===== src/rtl/integrate_seq_ctrl.sv =====
// rtl/integrate_seq_ctrl.sv - table-driven delay/strobe/enable sequencer for the integrate block
module integrate_seq_ctrl #(
    parameter int DELAY_W = 34,
    parameter int DEPTH   = 8,
    parameter int ADDR_W  = 3,
    parameter int DWELL_W = 16,
    parameter int GAP     = 2
) (
    input  logic               Clock,
    input  logic               Reset,
    input  logic               Wr_En,
    input  logic [ADDR_W-1:0]  Wr_Addr,
    input  logic [DELAY_W-1:0] Wr_Delay,
    input  logic [DWELL_W-1:0] Wr_Dwell,
    input  logic [ADDR_W:0]    Num_Entries,
    input  logic [15:0]        Loop_Cnt,
    input  logic               Start,
    input  logic               Abort,
    output logic [DELAY_W-1:0] DelayV_Out,
    output logic               PSWR_Out,
    output logic               EN_Out,
    output logic               Busy,
    output logic               Done,
    output logic               Err,
    output logic [ADDR_W-1:0]  Entry_Idx
);

    typedef enum logic [2:0] {
        S_IDLE,
        S_LOAD,
        S_STROBE,
        S_RUN,
        S_GAP
    } state_t;

    localparam logic [ADDR_W:0]    DEPTH_L = (ADDR_W+1)'(DEPTH);
    localparam logic [DWELL_W-1:0] GAP_L   = DWELL_W'(GAP);
    localparam logic [DWELL_W-1:0] ONE_L   = DWELL_W'(1);

    state_t state, state_nxt;

    logic [DELAY_W-1:0] tbl_delay [DEPTH];
    logic [DWELL_W-1:0] tbl_dwell [DEPTH];

    logic [ADDR_W-1:0]  idx;
    logic [ADDR_W:0]    num_lat;
    logic [15:0]        loops_rem;
    logic               infinite;
    logic [DWELL_W-1:0] cnt;

    logic num_ok, start_ok, last_entry, more_loops, cnt_last;
    logic done_nxt, err_nxt;

    assign num_ok     = (Num_Entries != '0) && (Num_Entries <= DEPTH_L);
    assign start_ok   = (state == S_IDLE) && Start && !Abort && num_ok;
    assign last_entry = ({1'b0, idx} == (num_lat - 1'b1));
    assign more_loops = infinite || (loops_rem > 16'd1);
    assign cnt_last   = (cnt == ONE_L);

    assign PSWR_Out = (state == S_STROBE);
    assign EN_Out   = (state == S_RUN);
    assign Busy     = (state != S_IDLE);

    always_ff @(posedge Clock or posedge Reset) begin
        if (Reset) begin
            state <= S_IDLE;
        end else begin
            state <= state_nxt;
        end
    end

    always_comb begin
        state_nxt = state;
        done_nxt  = 1'b0;
        err_nxt   = 1'b0;
        if ((state != S_IDLE) && Wr_En) begin
            err_nxt = 1'b1;
        end
        if ((state == S_IDLE) && Start && !Abort && !num_ok) begin
            err_nxt = 1'b1;
        end
        if (Abort) begin
            state_nxt = S_IDLE;
        end else begin
            case (state)
                S_IDLE:   if (start_ok) state_nxt = S_LOAD;
                S_LOAD:   state_nxt = S_STROBE;
                S_STROBE: state_nxt = S_RUN;
                S_RUN:    if (cnt_last) state_nxt = S_GAP;
                S_GAP: begin
                    if (cnt_last) begin
                        if (!last_entry || more_loops) begin
                            state_nxt = S_LOAD;
                        end else begin
                            state_nxt = S_IDLE;
                            done_nxt  = 1'b1;
                        end
                    end
                end
                default:  state_nxt = S_IDLE;
            endcase
        end
    end

    // Table, counters and registered outputs; reset also wipes the table.
    always_ff @(posedge Clock or posedge Reset) begin
        if (Reset) begin
            for (int i = 0; i < DEPTH; i++) begin
                tbl_delay[i] <= '0;
                tbl_dwell[i] <= '0;
            end
            idx        <= '0;
            num_lat    <= '0;
            loops_rem  <= '0;
            infinite   <= 1'b0;
            cnt        <= '0;
            DelayV_Out <= '0;
            Entry_Idx  <= '0;
            Done       <= 1'b0;
            Err        <= 1'b0;
        end else begin
            Done <= done_nxt;
            Err  <= err_nxt;
            if ((state == S_IDLE) && Wr_En) begin
                tbl_delay[Wr_Addr] <= Wr_Delay;
                tbl_dwell[Wr_Addr] <= Wr_Dwell;
            end
            case (state)
                S_IDLE: begin
                    if (start_ok) begin
                        num_lat   <= Num_Entries;
                        loops_rem <= Loop_Cnt;
                        infinite  <= (Loop_Cnt == 16'd0);
                        idx       <= '0;
                    end
                end
                S_LOAD: begin
                    DelayV_Out <= tbl_delay[idx];
                    Entry_Idx  <= idx;
                    cnt        <= (tbl_dwell[idx] == '0) ? ONE_L : tbl_dwell[idx];
                end
                S_RUN: begin
                    cnt <= cnt_last ? GAP_L : cnt - ONE_L;
                end
                S_GAP: begin
                    if (!cnt_last) begin
                        cnt <= cnt - ONE_L;
                    end else if (last_entry) begin
                        idx <= '0;
                        if (!infinite) loops_rem <= loops_rem - 16'd1;
                    end else begin
                        idx <= idx + 1'b1;
                    end
                end
                default: ;
            endcase
        end
    end

endmodule

===== config.mk =====
export PLATFORM = sky130hd
export DESIGN_NAME = integrate_seq_ctrl
export DESIGN_NICKNAME = d
export VERILOG_FILES = /design/src/rtl/integrate_seq_ctrl.sv
export SDC_FILE = /design/constraint.sdc
export NUM_CORES = 1
export LEC_CHECK = 0
export ABC_AREA = 1
export BUFFER_PORTS_ARGS = -buffer_cell sky130_fd_sc_hd__buf_2
export CORE_UTILIZATION = 35
export CTS_BUF_LIST = sky130_fd_sc_hd__clkbuf_8
export CTS_CLUSTER_SIZE = 24
export DETAILED_ROUTE_END_ITERATION = 8
export RECOVER_POWER = 25
export SLEW_MARGIN = 5
export SYNTH_ARGS = -nofsm -noshare
export SYNTH_HDL_FRONTEND = slang
export SYNTH_SLANG_ARGS = --single-unit

===== constraint.sdc =====
create_clock -name Clock -period 23.3 [get_ports Clock]
set_clock_uncertainty 0.1 [all_clocks]
set_input_delay 5.825 -clock Clock [delete_from_list [all_inputs] [get_ports Clock]]
set_output_delay 5.825 -clock Clock [all_outputs]
set_load 0.03 [all_outputs]

==> results of run 1 <==
## cells in the final DEF (no fill, tap or decap), drive strengths merged, types with 2 or more instances in the layout
master	netlist	layout
nand3	76	76
clkinv	1	12
nand4	6	6
a22oi	2	2
clkbuf	62	119
bufinv	0	4
a31oi	3	3
a221o	34	34
a21oi	195	195
o22ai	2	2
clkinvlp	0	3
xor2	11	11
nor3	13	13
o211ai	3	3
diode	0	2
nor4	20	20
dfrtp	482	482
o21ai	423	423
o31ai	3	3
buf	107	135
inv	289	313
ha	6	6
nor2	92	92
mux2	172	172
xnor2	5	5
nand2	547	547
## power groups by stage
stage	Sequential, mW	Clock, mW	Combinational, mW
floorplan	1.43	0	0.654
global placement	1.41	0	0.881
detailed placement	1.42	0	0.918
CTS	1.41	0.827	0.924
global route	1.46	0.866	1.04
finish	1.41	0.806	0.911
## routing by layer
metal	global-route usage, %	wire length (µm)	vias up
li1	-	-	8544
met1	24.2	27100	8931
met2	32.2	30200	477
met3	3.38	3230	132
met4	6.46	1630	12
met5	0	76	-
## worst reg2reg max path, cell delays in order, from the launching register on
cell and delay (ns):
dfrtp_4 0.47, clkinvlp_2 1.01, clkbuf_1 2.61, clkbuf_1 2.12
nand2_1 0.11, nand3_1 0.17, nand2_1 0.14, nand2_1 0.10
nand2_1 0.06, nor2_1 0.11, nand2_1 0.06, nor2_1 0.10
nand2_1 0.05, nand2_1 0.05, nand2_1 0.04, a21oi_1 0.13
## sequential cells by signal, indices dropped and copies added, names as in the netlist, 4 cells and up
signal	count
loops_rem	16
tbl_delay	272
num_lat	4
cnt	16
tbl_dwell	128
DelayV_Out	34
## area by class of cell
type | count | share of cell area [%]
clock inverter | 42 | 1.23
multi-input combinational | 1617 | 34.3
inverter | 290 | 4.27
clock buffer | 104 | 5.61
antenna | 2 | 0.0196
tap | 855 | 4.19
timing repair buffer | 150 | 3.11
sequential | 482 | 47.3
## cell usage after synthesis
cell / n
nor2_1: 88
nor2_2: 4
o211ai_1: 3
inv_2: 7
o21ai_0: 412
clkbuf_1: 61
clkbuf_2: 1
mux2_1: 2
nor4_1: 11
a31oi_1: 3
buf_4: 20
nand2_4: 1
a21oi_1: 195
dfrtp_1: 482
nor3_1: 13
o22ai_1: 2
xor2_1: 11
a221o_1: 34
nand2_1: 545
nor4_2: 1
or2_2: 1
a22oi_1: 2
a21boi_0: 1
xnor2_1: 5
mux2_2: 170
nand4_1: 6
nor4_4: 8
nand3_1: 76
o2111ai_1: 1
ha_1: 6
o311ai_0: 1
o31ai_1: 3
buf_1: 17
nand2_2: 1
inv_1: 282
o21ai_1: 11
buf_2: 63
buf_6: 7
clkinv_1: 1
## logic make-up (layout without fill, tap and decap cells)
group           count (synthesis)  after routing  synth area share [%]
simple gates                  755            755                  13.8
compound gates                668            668                  15.5
flops                         482            482                  52.8
fa+ha+maj                       6              6                 0.328
mux                           172            172                  8.48
other cells                     0              2                     0
xor+xnor                       16             16                 0.613
buf+inv                       459            586                  8.45
## through the flow
step | area, µm² | hold WS [ns] | worst slack (ns)
after floorplan | 22900 | 0.354 | 3.93
after CTS | 25700 | 0.395 | 14.54
after global placement | 23900 | 0.366 | 13.94
final | 25500 | 0.390 | 12.91
after detailed placement | 23900 | 0.369 | 13.84
after global routing | 25500 | 0.412 | 11.81
## final timing paths
path / endpoint / cells past startpoint
max in group Clock: tbl_delay[247]$_DFFE_PP0P_ / 5
worst max register to register: cnt[0]$_DFFE_PP0P_ / 15
min in group asynchronous: tbl_dwell[65]$_DFFE_PP0P_ / 2
worst max-delay path: tbl_delay[114]$_DFFE_PP0P_ / 5
worst min register to register: tbl_delay[234]$_DFFE_PP0P_ / 1
worst min-delay path: tbl_delay[234]$_DFFE_PP0P_ / 1
==> summary.txt, run 1 <==
Status
  – Outcome: complete, but fails checks
  – Violated checks: max-capacitance violations, max-slew violations

Clock tree
  – Total clock buffers created by CTS: 84
  – Clock input transition at the sequential cells of the worst setup and hold paths: approximately 0.060 ns
  – Maximum clock insertion buffer count: 3
  – Root cell of the clock tree: clkbuf_8
  – Postcts setup bufs: 0
  – # clock sinks: approximately 480
  – Number of gates resized after CTS: 0
  – Htree depth: 3
  – Count of hold-fix buffers inserted at cts: 0
  – TritonCTS clock tree: done
  – Clock insertion delay at the later pin of the skew report: between 0.6 and 0.7 ns

Cells and area
  – Filler cells: approximately 6,500
  – Final net count: 2,709
  – Area taken by multi-input logic gates: just under 9000 µm²
  – Finished Layout Cells: 3,542
  – Area Overhead vs Synth: 11.7%
  – Core Util, Final: roughly 40%
  – Fraction of layout instances using a drive strength above 1: 16.5%
  – Total area of sequential cells: approximately 12,000 µm²

Global routing
  – Global-route wire length before repair: 101,000 µm
  – Via count of the first global-routing pass: about 18,000
  – Total congestion overflow: 0
  – Pin count of the biggest net entering global routing: roughly 170
  – Initial antenna violation count: 10
  – Global router's overall resource usage: a little under a fifth

Setup path
  – Cell family with the largest share of critical-path delay: buffers and inverters
  – R2R setup slack: about 16 ns
  – Slowest cell on crit path: clkinvlp_2
  – Worst stage delay on the critical path: about 2.3 ns
  – Capturing element type of the critical path: asynchronous set/reset pin
  – FF-to-FF Start: idx[0]$_DFFE_PP0P_
  – Ordered list of cells on the worst path: clkbuf_1 > clkinvlp_2 > buf_12 > buf_4 > buf_4
  – Buffers and inverters on the worst path: 5
  – Type of origin of the critical path: input pin
  – Cell with the most instances on the worst path: buf_4
  – Critical Path Source: Reset
  – Largest fanout on the critical path: ~170
  – Category of the most critical setup path: input pin to asynchronous set/reset pin
  – Required arrival time at the worst endpoint: about 24 ns
  – Crit path DAT: 10.94 ns

Power
  – Switching share of power: 34.5%
  – Relative contribution of combinational cells to total power: roughly 29%
  – Clk network pwr share: 25.7%
  – Maximum ir drop on the vdd rail: between 60 and 70 µV
  – PD cells: approximately 120 nW/µm²
  – Leakage: ~12 nW
  – Internal portion of total power: between 2 and 2.5 mW
  – Overall Power: 3.13 mW
  – Switch Pwr: ~1.1 mW
  – Sequential share of power: a little under half

Placed design
  – PortBufs: 119
  – Placed wire-length estimate: about 36,000 µm
  – Placer's final routability congestion estimate: just under 0.9
  – Number of instances in the placed design: around 3,400

Hold path
  – Worst Hold Class: flip-flop to flip-flop
  – Hold path start: tbl_delay[234]$_DFFE_PP0P_

Logic synthesis
  – Cell variety after synth: 39
  – Post-Syn Nets: roughly 2,600
  – Number of synthesis warnings: 0
  – Synth Instances: 2,558
  – Area of the mapped netlist: between 20,000 and 25,000 µm²
  – Cell taking the most area after synthesis: dfrtp_1
  – Sequential cell area fraction in the yosys report: a little over half
  – Cell types with the largest area share after synthesis: dfrtp_1 53%, o21ai_0 9.0%, nand2_1 9.0%, mux2_2 8.4%, inv_1 4.6%
  – Synth top area share: 52.8%
  – Seq cells post-synth: around 480
  – Avg Cell Area, Syn: between 8 and 9 µm²

Die
  – Die outline width: ~260 µm
  – I/O pin cnt: 120
  – Area of the core: around 64,000 µm²
  – Std-Cell Rows: 93
  – Total Die Area: 66,300 µm²
  – Starting density of the core: 35.5%
  – Die span in y: about 260 µm

Detailed routing
  – Number of vias per cell after detailed routing: between 5 and 6
  – Number of nets with antenna violations after detailed routing: 0
  – Number of DRC markers after the initial detailed-route iteration: between 1,000 and 1,500
  – Via count of the routed design: about 18,000
  – Routed Wire Length: a little over 60,000 µm
  – Wire per inst: between 15 and 20 µm
  – DR DRC count: 0
  – Router iterations before antenna repair: 5

STA
  – Final TNS setup: 0 ns
  – Final-report hold violation count: 0
  – Highest clock frequency the design can meet: 96.2 MHz
  – Final number of max-transition violations: 534
  – Least-Margin Pin Slew: around 4.3 ns
  – RSZ-0062 raised after global routing: false
  – Clock period minus worst slack: slightly above 10 ns
  – Number of failing setup endpoints in the final timing report: 0
  – Final Cycle Share: between 40% and 50%
  – Worst slew margin: -189%

Job
  – Max-cap violations: 13
(Power assumes the default switching activity.)
==> run 2: changes to the inputs <==
clock period = 9.7 ns   (was 23.3 ns; I/O delays follow)
==> run 2 against run 1 <==
The flow still finishes with violations (max-capacitance violations, max-slew violations); combinational power rose by 140%; highest routed layer unchanged; clock power rose by 130%; cell area shrank 0.33%; largest cell class unchanged; largest power group unchanged; critical path depth fell by 2.
==> summary.txt, run 2 (synthesis gave the netlist of run 1 again) <==
Clock tree
  – Clock insertion delay at the later pin of the skew report: ~0.69 ns
  – # clock sinks: just under 500
  – Postcts setup bufs: 0
  – Maximum clock insertion buffer count: 3
  – Total clock buffers created by CTS: 83
  – Root cell of the clock tree: clkbuf_8
  – TritonCTS clock tree: done
  – Number of gates resized after CTS: 0
  – Htree depth: 3
  – Count of hold-fix buffers inserted at cts: 0
  – Clock input transition at the sequential cells of the worst setup and hold paths: roughly 0.060 ns

Cells and area
  – Total area of sequential cells: roughly 12,000 µm²
  – Final net count: between 2,000 and 3,000
  – Largest register FFs: roughly 270
  – Area taken by multi-input logic gates: between 8000 and 9000 µm²
  – Top library cells by usage in the layout, fill and taps aside: 546 x nand2_1, 481 x dfrtp_1, 413 x o21ai_0
  – Most common library cell in the layout ignoring fill and taps: nand2_1
  – Registers with the most flip-flops: tbl_delay (272), tbl_dwell (128), DelayV_Out (34)
  – Final design instance area without fill: 25,500 µm²
  – Core Util, Final: 39.5%
  – Finished Layout Cells: 3,535
  – Area Overhead vs Synth: 11.4%
  – Largest register by flop count: tbl_delay
  – Filler cells: about 6,500
  – Fraction of layout instances using a drive strength above 1: between 10% and 20%

Detailed routing
  – Wire per inst: 17.6 µm
  – Via count of the routed design: 18,122
  – Met1 WL: roughly 27,000 µm
  – Router iterations before antenna repair: 5
  – Number of nets with antenna violations after detailed routing: 0
  – Routed Wire Length: ~62,000 µm
  – WL met3: 3190 µm
  – Highest signal layer in the routed design: met5
  – Number of DRC markers after the initial detailed-route iteration: roughly 1,300
  – Number of vias per cell after detailed routing: 5.13
  – Met2 WL post-DR: 29,900 µm
  – DR DRC count: 0

STA
  – RSZ-0062 raised after global routing: false
  – Final TNS setup: 0 ns
  – Final Cycle Share: about 63%
  – Least-Margin Pin Slew: roughly 3.8 ns
  – Final number of max-transition violations: between 300 and 400
  – Number of failing setup endpoints in the final timing report: 0
  – Highest clock frequency the design can meet: around 160 MHz
  – Clock period minus worst slack: between 6 and 7 ns
  – Final-report hold violation count: 0
  – Worst slew margin: -153%

Power
  – Leakage: 11.7 nW
  – Clk network pwr share: 25.0%
  – Relative contribution of combinational cells to total power: 29.3%
  – PD cells: a little under 300 nW/µm²
  – Maximum ir drop on the vdd rail: 155 µV
  – Internal portion of total power: between 4 and 5 mW
  – Switching share of power: a little over a third
  – Switch Pwr: approximately 2.6 mW
  – Sequential share of power: between 40% and 50%

Placed design
  – Placer's final routability congestion estimate: 0.842
  – Placed wire-length estimate: about 36,000 µm
  – Number of instances in the placed design: ~3,400
  – PortBufs: about 120
  – Area of placed instances: between 20,000 and 25,000 µm²

Setup path
  – Type of origin of the critical path: input pin
  – Capturing element type of the critical path: asynchronous set/reset pin
  – Largest fanout on the critical path: around 140
  – Required arrival time at the worst endpoint: a little under 9 ns
  – Crit path DAT: 5.33 ns
  – Category of the most critical setup path: input pin to asynchronous set/reset pin

Job
  – Max-cap violations: 8

Global routing
  – Total congestion overflow: 0
  – Via count of the first global-routing pass: 18,467
  – Pin count of the biggest net entering global routing: ~200
  – Global router's overall resource usage: between 10% and 20%
  – Initial antenna violation count: 9
  – Global-route wire length before repair: a little over 100,000 µm

Die
  – I/O pin cnt: 120
  – Starting density of the core: 35.5%
  – Std-Cell Rows: 93
  – Total Die Area: between 60,000 and 70,000 µm²
  – Area of the core: approximately 64,000 µm²
  – Die outline width: 258 µm
  – Die span in y: around 260 µm

Status
  – Outcome: complete, but fails checks
  – Violated checks: max-capacitance violations, max-slew violations

Hold path
  – Worst Hold Class: flip-flop to flip-flop
[run 2: changes by cell type in the layout (fill, tap and decap cells not counted), sizes merged]
cell      before  now
buf          135  134
bufinv         4    1
clkbuf       119  121
clkinv        12    4
clkinvlp       3    4
inv          313  315
[run 2: layout make-up]
type	count	share of cell area (%)
Sequential cell	482	47.4
Multi-Input combinational cell	1617	34.4
Clock buffer	108	5.84
Inverter	290	4.31
Tap cell	855	4.20
Timing Repair Buffer	147	3.08
Clock inverter	34	0.782
Antenna cell	2	0.0197
[run 2: path summary, 6_finish.rpt]
| kind | slack (ns) | start | cells past startpoint | to |
|---|---|---|---|---|
| min | 0.39 | Entry_Idx[2]$_DFFE_PP0P_ | 2 | Entry_Idx[2]$_DFFE_PP0P_ |
| min in group asynchronous | 2.97 | Reset | 3 | tbl_dwell[71]$_DFFE_PP0P_ |
| max | 3.61 | Reset | 3 | idx[1]$_DFFE_PP0P_ |
| max reg2reg | 4.28 | idx[0]$_DFFE_PP0P_ | 14 | cnt[0]$_DFFE_PP0P_ |
| max in group Clock | 4.04 | Wr_En | 5 | tbl_delay[134]$_DFFE_PP0P_ |
| min reg2reg | 0.39 | Entry_Idx[2]$_DFFE_PP0P_ | 2 | Entry_Idx[2]$_DFFE_PP0P_ |
[run 2: critical path, cell delays in order]
cell and delay, ns:
clkbuf_1 0.09, clkinvlp_4 0.06, clkbuf_2 2.41
[run 2: power groups by stage]
stage / clock (mW) / combinational [mW] / sequential (mW)
final: 1.87 / 2.19 / 3.41
after global routing: 2.01 / 2.49 / 3.51
after CTS: 1.92 / 2.22 / 3.40
after detailed placement: 0 / 2.20 / 3.43
after global placement: 0 / 2.12 / 3.39
after floorplan: 0 / 1.57 / 3.44
[run 2: per-stage QoR]
step	power (mW)	setup WS (ns)	hold WS [ns]
floorplan	5.01	0.642	0.354
global placement	5.51	4.71	0.366
detailed placement	5.63	4.62	0.377
CTS	7.54	5.22	0.399
global route	8.01	2.80	0.406
finish	7.46	3.61	0.391
[run 2: routing by layer]
layer  GRT usage [%]  up-vias
met5               0        -
met4            7.63       10
met3            3.36      124
met2            31.9      514
met1            24.5     8941
li1                -     8533
